**config.mk**
```make
export PLATFORM = sky130hd
export DESIGN_NAME = cpu_step_ctrl
export DESIGN_NICKNAME = d
export VERILOG_FILES = /design/src/rtl/cpu_step_ctrl_pkg.sv /design/src/rtl/cpu_step_ctrl_edge_pulse.sv /design/src/rtl/cpu_step_ctrl.sv
export SDC_FILE = /design/constraint.sdc
export NUM_CORES = 1
export LEC_CHECK = 0
export ABC_AREA = 1
export CAP_MARGIN = 20
export CORE_UTILIZATION = 60
export CTS_CLUSTER_DIAMETER = 120
export CTS_CLUSTER_SIZE = 16
export DETAILED_ROUTE_END_ITERATION = 10
export DONT_BUFFER_PORTS = 1
export PLACE_DENSITY = 0.76
export SYNTH_ARGS = -nofsm -noshare
export SYNTH_HDL_FRONTEND = slang
export SYNTH_SLANG_ARGS = --single-unit
```
**constraint.sdc**
```tcl
create_clock -name clk -period 3.92 [get_ports clk]
set_input_delay 0.392 -clock clk [delete_from_list [all_inputs] [get_ports clk]]
set_output_delay 0.392 -clock clk [all_outputs]
set_load 0.02 [all_outputs]
```
**src/rtl/cpu_step_ctrl_pkg.sv**
```systemverilog
// cpu_step_ctrl_pkg: shared state encodings for the CPU step controller.
//   STATE_W  - width of the state encoding
//   state_t  - S_IDLE=0, S_STEP=1, S_RUN=2, S_BURST=3, S_HALTED=4
package cpu_step_ctrl_pkg;

    localparam int STATE_W = 3;

    typedef enum logic [STATE_W-1:0] {
        S_IDLE   = 3'd0,
        S_STEP   = 3'd1,
        S_RUN    = 3'd2,
        S_BURST  = 3'd3,
        S_HALTED = 3'd4
    } state_t;

endpackage

```
**src/rtl/cpu_step_ctrl_edge_pulse.sv**
```systemverilog
// edge_pulse: rising-edge detector producing a registered one-cycle event.
//   clk   in  - system clock
//   rst   in  - synchronous active-high reset
//   sig   in  - level input (debounced button)
//   pulse out - one-cycle high after each rising edge of sig
// History clears on reset, so an input already high at reset release
// produces a single event.
module edge_pulse (
    input  logic clk,
    input  logic rst,
    input  logic sig,
    output logic pulse
);

    logic prev;

    always_ff @(posedge clk) begin
        if (rst) begin
            prev  <= 1'b0;
            pulse <= 1'b0;
        end else begin
            prev  <= sig;
            pulse <= sig & ~prev;
        end
    end

endmodule

```
**src/rtl/cpu_step_ctrl.sv**
```systemverilog
// cpu_step_ctrl: turns debounced buttons into the MIPS core clock-enable.
// Modes: single-step, free-run, fixed-length burst, and halt from the core.
//   clk, rst      in  - system clock, synchronous active-high reset
//   step_btn      in  - single step request (level)
//   run_btn       in  - run/stop toggle (level)
//   burst_btn     in  - burst of BURST_LEN steps (level)
//   halt_req      in  - core halt request (level)
//   pc, bp_addr   in  - core PC and breakpoint address (breakpoint build only)
//   cpu_en        out - core clock-enable
//   running       out - high in RUN or BURST
//   state_o       out - state encoding
//   step_count    out - wrapping count of issued cpu_en pulses
// Optional feature macro: CPU_STEP_CTRL_BRKPT_EN (PC breakpoint halt).
module cpu_step_ctrl
    import cpu_step_ctrl_pkg::*;
#(
    parameter int BURST_LEN = 8,
    parameter int RUN_DIV   = 4,
    parameter int CNT_W     = 16
) (
    input  logic             clk,
    input  logic             rst,
    input  logic             step_btn,
    input  logic             run_btn,
    input  logic             burst_btn,
    input  logic             halt_req,
    input  logic [31:0]      pc,
    input  logic [31:0]      bp_addr,
    output logic             cpu_en,
    output logic             running,
    output logic [2:0]       state_o,
    output logic [CNT_W-1:0] step_count
);

    localparam int DIV_W = (RUN_DIV > 1) ? $clog2(RUN_DIV) : 1;

    logic ev_step, ev_run, ev_burst;
    logic halt_hit;
    state_t state;
    logic [DIV_W-1:0] div;
    logic [CNT_W-1:0] remaining;

    edge_pulse u_ep_step  (.clk(clk), .rst(rst), .sig(step_btn),  .pulse(ev_step));
    edge_pulse u_ep_run   (.clk(clk), .rst(rst), .sig(run_btn),   .pulse(ev_run));
    edge_pulse u_ep_burst (.clk(clk), .rst(rst), .sig(burst_btn), .pulse(ev_burst));

`ifdef CPU_STEP_CTRL_BRKPT_EN
    // The matching step has already been issued; halt takes effect after it.
    assign halt_hit = halt_req |
                      (((state == S_RUN) || (state == S_BURST)) && cpu_en && (pc == bp_addr));
`else
    logic unused_brk;
    assign unused_brk = ^{pc, bp_addr};
    assign halt_hit   = halt_req;
`endif

    function automatic logic [DIV_W-1:0] div_next(input logic [DIV_W-1:0] d);
        return (d == DIV_W'(RUN_DIV - 1)) ? '0 : d + 1'b1;
    endfunction

    assign state_o = state;

    // Entering RUN/BURST issues the div==0 pulse immediately, so div is
    // loaded with the phase that follows it.
    always_ff @(posedge clk) begin
        if (rst) begin
            state      <= S_IDLE;
            cpu_en     <= 1'b0;
            running    <= 1'b0;
            step_count <= '0;
            div        <= '0;
            remaining  <= '0;
        end else begin
            step_count <= step_count + CNT_W'(cpu_en);
            cpu_en     <= 1'b0;
            if (halt_hit) begin
                state   <= S_HALTED;
                running <= 1'b0;
            end else begin
                case (state)
                    S_IDLE: begin
                        if (ev_run) begin
                            state   <= S_RUN;
                            running <= 1'b1;
                            cpu_en  <= 1'b1;
                            div     <= div_next('0);
                        end else if (ev_burst) begin
                            state     <= S_BURST;
                            running   <= 1'b1;
                            cpu_en    <= 1'b1;
                            div       <= div_next('0);
                            remaining <= CNT_W'(BURST_LEN - 1);
                        end else if (ev_step) begin
                            state  <= S_STEP;
                            cpu_en <= 1'b1;
                        end
                    end
                    S_STEP: state <= S_IDLE;
                    S_RUN: begin
                        if (ev_run) begin
                            state   <= S_IDLE;
                            running <= 1'b0;
                        end else begin
                            cpu_en <= (div == '0);
                            div    <= div_next(div);
                        end
                    end
                    S_BURST: begin
                        // remaining counts pulses still owed after the one on cpu_en
                        if (ev_run || (remaining == '0)) begin
                            state   <= S_IDLE;
                            running <= 1'b0;
                        end else begin
                            div <= div_next(div);
                            if (div == '0) begin
                                cpu_en    <= 1'b1;
                                remaining <= remaining - 1'b1;
                            end
                        end
                    end
                    S_HALTED: if (ev_run) state <= S_IDLE;
                    default: begin
                        state   <= S_IDLE;
                        running <= 1'b0;
                    end
                endcase
            end
        end
    end

endmodule
```
==> key figures, run 1 <==
Run status
  – Outcome: completed

Final layout
  – Util after Layout: 68.0%
  – Final instance area: 2580 um2
  – Nets: 434
  – P&R area growth vs syn: 4.51%
  – Final Non-Filler Cells: 408
  – Layout fillers: 356
  – Layout cells sized above 1: 12.8%
  – Antenna cells: 0

Yosys
  – Synth top area share: 36.5%
  – Async SR Flop Fraction: 0%
  – Syn_nets: 435
  – Synth top area cells: dfxtp_1, nand2_1, nor2_1
  – Most common cell in the synthesized netlist: nand2_1
  – Seq cells post-synth: 45
  – YS warnings: 0
  – Post-synthesis cell count: 360
  – Synth unique cells: 31
  – Post-synth top area cell: dfxtp_1
  – Synth top cells by count: nand2_1, nor2_1, dfxtp_1
  – Sequential share of the synthesized area: 36.5%
  – EDFF count, synth: 0
  – Primary FF master, synth: dfxtp_1
  – Mapped Avg Cell Area: 6.86 um2
  – Post-Syn Area: 2470 um2

Critical path
  – Worst Path Required: 4130 ps
  – Slowest stage delay, CP: 590 ps
  – Worst-case reg-to-reg path depth: 7
  – Reg2reg end: remaining[1]
  – Worst R2R Setup Slack: 1760 ps
  – Crit-path most repeated cell: nand3_4
  – Critical Path Sink Type: flop
  – CP cell instances: nand3_4 -> nand2_1 -> o21ai_2 -> nor2_4 -> nand3_4 -> o21ai_0 -> nor2_1
  – CP max-delay cell: dfxtp_1
  – Reg-to-Reg Start: state_o[1]
  – Crit-path max FO: 18
  – Nature of the critical path startpoint: flop
  – Critical path class: reg -> reg
  – CP arrival: 2360 ps

Drt
  – Avg WL per Cell: 12.0 um
  – DRC violations left: 0
  – Final WL: 4900 um
  – 1st-iter DRT viols: 139
  – Vias per Instance: 5.46
  – Routed vias: 2226
  – Antenna Nets Post-Route: 0
  – Pre-Repair DR Iteration Count: 4

Timing
  – Max-Slew Margin vs Limit: 57.6%
  – Minimum clock period: 2160 ps
  – Final setup fails: 0
  – Slew Viols, Final: 0
  – Measured slew at the worst slew-check pin: 636 ps
  – Fin Hold WS: 145 ps
  – Final Cycle Share: 55.0%
  – Setup WS post-layout: 1760 ps
  – Fin Setup TNS: 0 ps
  – RSZ-0062 raised after global routing: no
  – Fmax: 464 MHz
  – Fin Clk Skew: 5.70 ps
  – Fin. Hold Viols: 0

Global route
  – Initial antenna violation count: 0
  – Vias in the first global route: 2015
  – GR Util All Layers: 25.5%
  – Largest net degree at the start of global routing: 37
  – First-pass GRT wire length: 8550 um
  – Global route overflow: 0

Power
  – Leak: 1.10 nW
  – Maximum VDD drop: 0.000288 V
  – Final Power: 0.930 mW
  – Power per Cell Area: 360 nW/um2

Floorplan
  – Initial Utilization: 65.1%
  – Total die area: 4380 um2
  – Chip Height: 66.2 um
  – Placeable core area: 3800 um2
  – Io pins: 91
  – Number of cell rows: 22
  – Die width: 66.2 um

Clock network
  – Clock buffer depth: 2
  – CTS H-Tree Depth: 2
  – CTS Root Cell: clkbuf_8
  – Post-CTS sizing: 0
  – Sink Count: 45
  – Clk slew on worst S/H paths: 90 ps
  – Hold Buf Count CTS: 0
  – CTS Buf Count: 5
  – CTS tree: yes
  – Clk_lat worst skew: 300 ps
  – Setup Fix Bufs, Post-CTS: 0

Place
  – PortBufs: 0
  – Post-place setup slack: 1760 ps
  – Detail Placement HPWL: 3520 um
  – Placed cell areas: 2480 um2
  – DP Cell Count: 400
  – RePlAce Congestion: 0.860

Worst hold path
  – Min-Delay Path Depth: 1
  – Min-delay src: rst
  – Worst hold path type: in -> reg
  – Hold Path End: remaining[5]

Job
  – MaxCap Viol Count: 0
## logic make-up (layout without fill, tap and decap cells)
family | after synthesis | count (layout) | synth area share [%]
simple gates | 213 | 213 | 39.9
buf+inv | 47 | 47 | 7.90
flops | 45 | 45 | 36.5
compound gates | 42 | 42 | 10.4
xor+xnor | 8 | 8 | 2.84
fa+ha+maj | 5 | 5 | 2.53
## report_power, final
part           internal (mW)  total, mW  switching [mW]
registers              0.467      0.481          0.0134
clock network          0.146      0.313           0.167
logic                 0.0468      0.136          0.0890
## cells in the final DEF (no fill, tap or decap), types with 2 or more instances in the layout
master and instances:
nand2_2 11, nor2_1 59, nor2_4 2, nor3b_1 2, nand2_1 82, xor2_1 5
nand4_1 9, a21oi_2 10, ha_1 5, nor3_2 2, dfxtp_1 45, nor3_1 4
or2_2 2, a21oi_1 17, nand3_1 29, xnor2_1 3, clkbuf_8 6, nor2_2 6
nand3_4 2, inv_1 38, o21ai_0 12
## sequential cells by signal, indices dropped and copies added, names as in the netlist, 2 cells and up
signal      flops
remaining      16
step_count     16
state_o         3
div             2
## worst max-delay path: cells and delay by family, from the launching register on
kind	cells	cell delay [ps]
DFF	1	590
and+or+nand+nor	5	1130
AOI/OAI and AO/OA	2	330
## metal layers
layer  GRT usage (%)  share of wire [%]  vias up  wire length, um
met5               0                  0        -                0
met4            7.98               0.61        0               30
met3            8.62                4.9        4              242
met2            42.7                 48       54             2360
met1            30.6                 46     1019             2260
li1                -                  -     1149                -
## layout make-up
cell class	count	area, um2	share of cell area (%)
multi-input combinational	268	1380	53.2
sequential	45	901	34.9
inverter	39	146	5.67
clock buffer	6	82.6	3.20
tap	48	60.1	2.33
clock inverter	2	17.5	0.678
## how the worst max path moves through the flow
stage / start / to / slack (ps) / cells past startpoint
global route: state_o[1] / remaining[1] / 1560 / 7
floorplan: step_count[0] / step_count[14] / 2180 / 9
finish: state_o[1] / remaining[1] / 1760 / 7
CTS: state_o[1] / remaining[1] / 1740 / 7
global placement: state_o[1] / remaining[1] / 1770 / 7
detailed placement: state_o[1] / remaining[1] / 1760 / 7
Note: power is estimated with default switching activity, not from simulation.
==> inputs of run 2 (changes only) <==
==> constraint.sdc (replaced) <==
create_clock -name clk -period 2.26 [get_ports clk]
set_input_delay 0.226 -clock clk [delete_from_list [all_inputs] [get_ports clk]]
set_output_delay 0.226 -clock clk [all_outputs]
set_load 0.02 [all_outputs]
==> key figures, run 2 (same netlist as run 1, synthesis figures left out) <==
Run status
  – Outcome: completed

Drt
  – Final WL: 5160 um
  – Antenna Nets Post-Route: 0
  – Avg WL per Cell: 12.4 um
  – DRC violations left: 0
  – 1st-iter DRT viols: 103
  – Pre-Repair DR Iteration Count: 4
  – Vias per Instance: 5.33
  – Routed vias: 2212

Power
  – Leak: 1.13 nW
  – Maximum VDD drop: 0.000551 V
  – Power per Cell Area: 609 nW/um2

Critical path
  – Worst R2R Setup Slack: 360 ps
  – Slowest stage delay, CP: 500 ps
  – Critical Path Sink Type: flop
  – Crit-path max FO: 3
  – Critical path class: reg -> reg
  – Worst Path Required: 2460 ps
  – CP max-delay cell: dfxtp_1
  – CP cell instances: ha_1 -> ha_1 -> nand2_1 -> nor2_1 -> nand4_1 -> nor2_1 -> nand2_1 -> o21ai_0 -> a21oi_1
  – CP arrival: 2100 ps
  – Nature of the critical path startpoint: flop

Clock network
  – Post-CTS sizing: 0
  – CTS Buf Count: 5
  – Clk slew on worst S/H paths: 90 ps
  – Setup Fix Bufs, Post-CTS: 0
  – Sink Count: 45
  – Clk_lat worst skew: 310 ps
  – Clock buffer depth: 2
  – CTS tree: yes
  – CTS Root Cell: clkbuf_8
  – CTS H-Tree Depth: 2

Place
  – Detail Placement HPWL: 3600 um
  – RePlAce Congestion: 0.858
  – PortBufs: 0
  – Placed cell areas: 2530 um2

Timing
  – Final setup fails: 0
  – Fin. Hold Viols: 0
  – Measured slew at the worst slew-check pin: 365 ps
  – Fin Setup TNS: 0 ps
  – Max-Slew Margin vs Limit: 75.7%
  – Slew Viols, Final: 0
  – Fin Clk Skew: 5.66 ps
  – Fin Hold WS: 45.1 ps
  – Fmax: 526 MHz
  – Final Cycle Share: 84.1%
  – RSZ-0062 raised after global routing: no
  – Minimum clock period: 1900 ps

Floorplan
  – Chip Height: 66.2 um
  – Placeable core area: 3800 um2
  – Die width: 66.2 um
  – Io pins: 91
  – Number of cell rows: 22
  – Initial Utilization: 65.1%
  – Total die area: 4380 um2

Global route
  – GR Util All Layers: 25.9%
  – Global route overflow: 0
  – First-pass GRT wire length: 8620 um
  – Initial antenna violation count: 0
  – Vias in the first global route: 2033
  – Largest net degree at the start of global routing: 34

Final layout
  – Nets: 441
  – Reg area: 901 um2
  – Layout fillers: 338
  – Final instance area: 2640 um2
  – Antenna cells: 0
  – Layout cells sized above 1: 14.4%
  – Leading cell type in the layout, fill and taps excluded: nand2_1
  – Most frequent cells in the layout: nand2_1, nor2_1, dfxtp_1, inv_1, nand3_1
  – Footprint of the multi-input gates: 1380 um2
  – P&R area growth vs syn: 6.73%

Worst hold path
  – Worst hold path type: in -> reg

Job
  – MaxCap Viol Count: 0
run 2: changes by cell type in the layout (fill, tap and decap cells not counted), sizes merged:
cell and delta:
buf +7, clkbuf -1, clkinvlp +1
run 2: what timing repair did:
item	4_1_cts	5_1_grt
setup endpoints to repair	0	0
hold buffers	1	0
endpoints found under the hold margin	33	0
run 2: critical path, delay by kind of cell (launching register included):
| family | cells | cell delay, ps |
|---|---|---|
| flops | 1 | 500 |
| simple gates | 5 | 710 |
| fa+ha+maj | 2 | 380 |
| compound gates | 2 | 210 |
run 2: worst paths after layout:
| check | from | endpoint | cells after the start |
|---|---|---|---|
| worst max-delay path | cpu_en | step_count[14] | 9 |
| worst min-delay path | step_btn | u_ep_step.prev | 2 |
| worst max register to register | cpu_en | step_count[14] | 9 |
| worst min register to register | u_ep_burst.prev | u_ep_burst.pulse | 1 |
run 2: final cells by class:
class	count	area share, %
clock buffers	5	2.61
inverters	39	5.55
multi-input cells	268	52.1
clock inverters	3	0.806
repair buffers	7	2.47
flip-flops and latches	45	34.2
well taps	48	2.28
run 2: stage by stage:
stage / setup WS [ps] / cells / utilization (%) / power, mW
after detailed placement: 363 / 406 / 66.5 / 1.10
after floorplan: 518 / 360 / - / 1.06
after global placement: 402 / 406 / 66.5 / 1.09
after CTS: 344 / 415 / 69.4 / 1.61
after global routing: 100 / 415 / 69.4 / 1.68
final: 360 / 415 / 69.4 / 1.61
run 2: layer usage:
layer / vias to the layer above / GRT usage (%) / share of wire (%)
met1: 1012 / 29.7 / 47
met3: 6 / 6.90 / 4.2
met5: - / 0 / 0
li1: 1153 / - / -
met4: 0 / 9.57 / 1.3
met2: 41 / 45.5 / 47
run 2: where the power goes:
part           leakage [nW]  switching, mW  internal [mW]
combinational         0.722          0.175         0.0923
sequential            0.365         0.0187          0.811
clock                0.0445          0.290          0.219
==> inputs of run 3 (changes only) <==
==> constraint.sdc (replaced) <==
create_clock -name clk -period 1.9 [get_ports clk]
set_input_delay 0.19 -clock clk [delete_from_list [all_inputs] [get_ports clk]]
set_output_delay 0.19 -clock clk [all_outputs]
set_load 0.02 [all_outputs]
==> key figures, run 3 (same netlist as run 1, synthesis figures left out) <==
Drt
  – Avg WL per Cell: 12.3 um
  – DRC violations left: 0
  – Pre-Repair DR Iteration Count: 4
  – Antenna Nets Post-Route: 0
  – Vias per Instance: 5.38
  – Final WL: 5240 um
  – 1st-iter DRT viols: 94
  – Routed vias: 2297

Timing
  – Max-Slew Margin vs Limit: 75.3%
  – RSZ-0062 raised after global routing: no
  – Fin. Hold Viols: 0
  – Fmax: 578 MHz
  – Fin Hold WS: 16.0 ps
  – Fin Setup TNS: 0 ps
  – Minimum clock period: 1730 ps
  – Final setup fails: 0
  – Final Cycle Share: 91.1%
  – Measured slew at the worst slew-check pin: 367 ps
  – Slew Viols, Final: 0
  – Fin Clk Skew: 9.16 ps

Final layout
  – Leading cell type in the layout, fill and taps excluded: nand2_1
  – Footprint of the multi-input gates: 1380 um2
  – Reg area: 901 um2
  – Layout fillers: 342
  – Nets: 453
  – Most frequent cells in the layout: nand2_1, nor2_1, dfxtp_1, inv_1, nand3_1
  – Layout cells sized above 1: 17.7%
  – P&R area growth vs syn: 12.8%
  – Antenna cells: 0

Clock network
  – CTS tree: yes
  – Clk_lat worst skew: 310 ps
  – Clk slew on worst S/H paths: 80 ps
  – CTS H-Tree Depth: 2
  – Clock buffer depth: 2
  – CTS Root Cell: clkbuf_8
  – Sink Count: 45
  – CTS Buf Count: 5

Critical path
  – Critical Path Sink Type: flop
  – Worst-case reg-to-reg path depth: 9
  – Critical Path Source: cpu_en
  – Nature of the critical path startpoint: flop
  – Worst Path Required: 2100 ps
  – Reg2reg end: step_count[14]
  – Critical path class: reg -> reg
  – CP arrival: 1930 ps
  – Worst R2R Setup Slack: 170 ps
  – Crit-path max FO: 3
  – Reg-to-Reg Start: cpu_en

Job
  – MaxCap Viol Count: 0

Floorplan
  – Chip Height: 66.2 um
  – Placeable core area: 3800 um2
  – Initial Utilization: 65.1%
  – Io pins: 91
  – Number of cell rows: 22
  – Total die area: 4380 um2
  – Die width: 66.2 um

Worst hold path
  – Hold Path End: u_ep_run.prev
  – Min-Delay Path Depth: 2
  – Worst hold path type: in -> reg
  – Min-delay src: run_btn

Power
  – Clk pwr share: 39.5%
  – Sw Share: 26.4%
  – P_sw: 0.578 mW
  – Power per Cell Area: 787 nW/um2
  – Leak: 1.22 nW
  – Maximum VDD drop: 0.000614 V
  – Combinational share of power: 15.7%
  – Int Pwr: 1.61 mW
  – Sequential power share: 44.8%

Place
  – Detail Placement HPWL: 3630 um
  – PortBufs: 0
  – RePlAce Congestion: 0.902

Global route
  – Vias in the first global route: 2120
  – Initial antenna violation count: 0
  – First-pass GRT wire length: 8840 um
  – Global route overflow: 0
  – GR Util All Layers: 26.3%
  – Largest net degree at the start of global routing: 34

Run status
  – Outcome: completed
[run 3: power by group through the flow]
stage	clock network [mW]	registers (mW)	logic, mW
2_1_floorplan	0	1.01	0.256
3_3_place_gp	0	1.00	0.301
3_5_place_dp	0	1.00	0.307
4_1_cts	0.872	0.982	0.326
5_1_grt	0.910	0.985	0.386
6_report	0.866	0.983	0.345
[run 3: stage by stage]
stage	instances	total power [mW]	util (%)	cell area [um2]	worst slack [ps]
final	427	2.19	73.4	2790	169
after global placement	414	1.30	68.1	2590	124
after global routing	427	2.28	73.4	2790	20.1
after CTS	423	2.18	72.2	2740	67.4
after detailed placement	414	1.31	68.1	2590	102
after floorplan	360	1.27	-	2470	158
[run 3: layout make-up]
class / instances / area share, %
multi-input combinational: 268 / 49.4
sequential: 45 / 32.3
timing repair buffer: 19 / 6.02
inverter: 39 / 5.25
clock buffer: 5 / 2.47
clock inverter: 3 / 2.33
tap: 48 / 2.16
[run 3: per-layer routing]
metal | wire length [um] | GRT usage, % | vias up
li1 | - | - | 1180
met1 | 2390 | 31.7 | 1045
met2 | 2440 | 45.3 | 60
met3 | 307 | 6.03 | 12
met4 | 95 | 9.84 | 0
met5 | 0 | 0 | -
[run 3: worst max-delay path, stage by stage, from the launching register on]
cell and delay [ps]:
dfxtp_1 350, ha_1 180, ha_1 170, nand2_1 90
nor2_1 180, nand4_1 160, nor2_1 200, nand2_1 90
o21ai_0 160, a21oi_1 50
[run 3: worst max path at each step]
stage,depth (start not counted),slack [ps],end
after global placement,10,120,remaining[1]
after floorplan,9,160,step_count[14]
after global routing,9,20,step_count[14]
final,9,170,step_count[14]
after CTS,10,70,remaining[1]
after detailed placement,10,100,remaining[1]
[run 3: timing repair]
action | CTS | global route
setup endpoints to repair | 0 | 8
gates resized for setup | 0 | 2
buffers inserted | 0 | 4
hold endpoints to repair | 33 | 0
hold buffers | 1 | 0
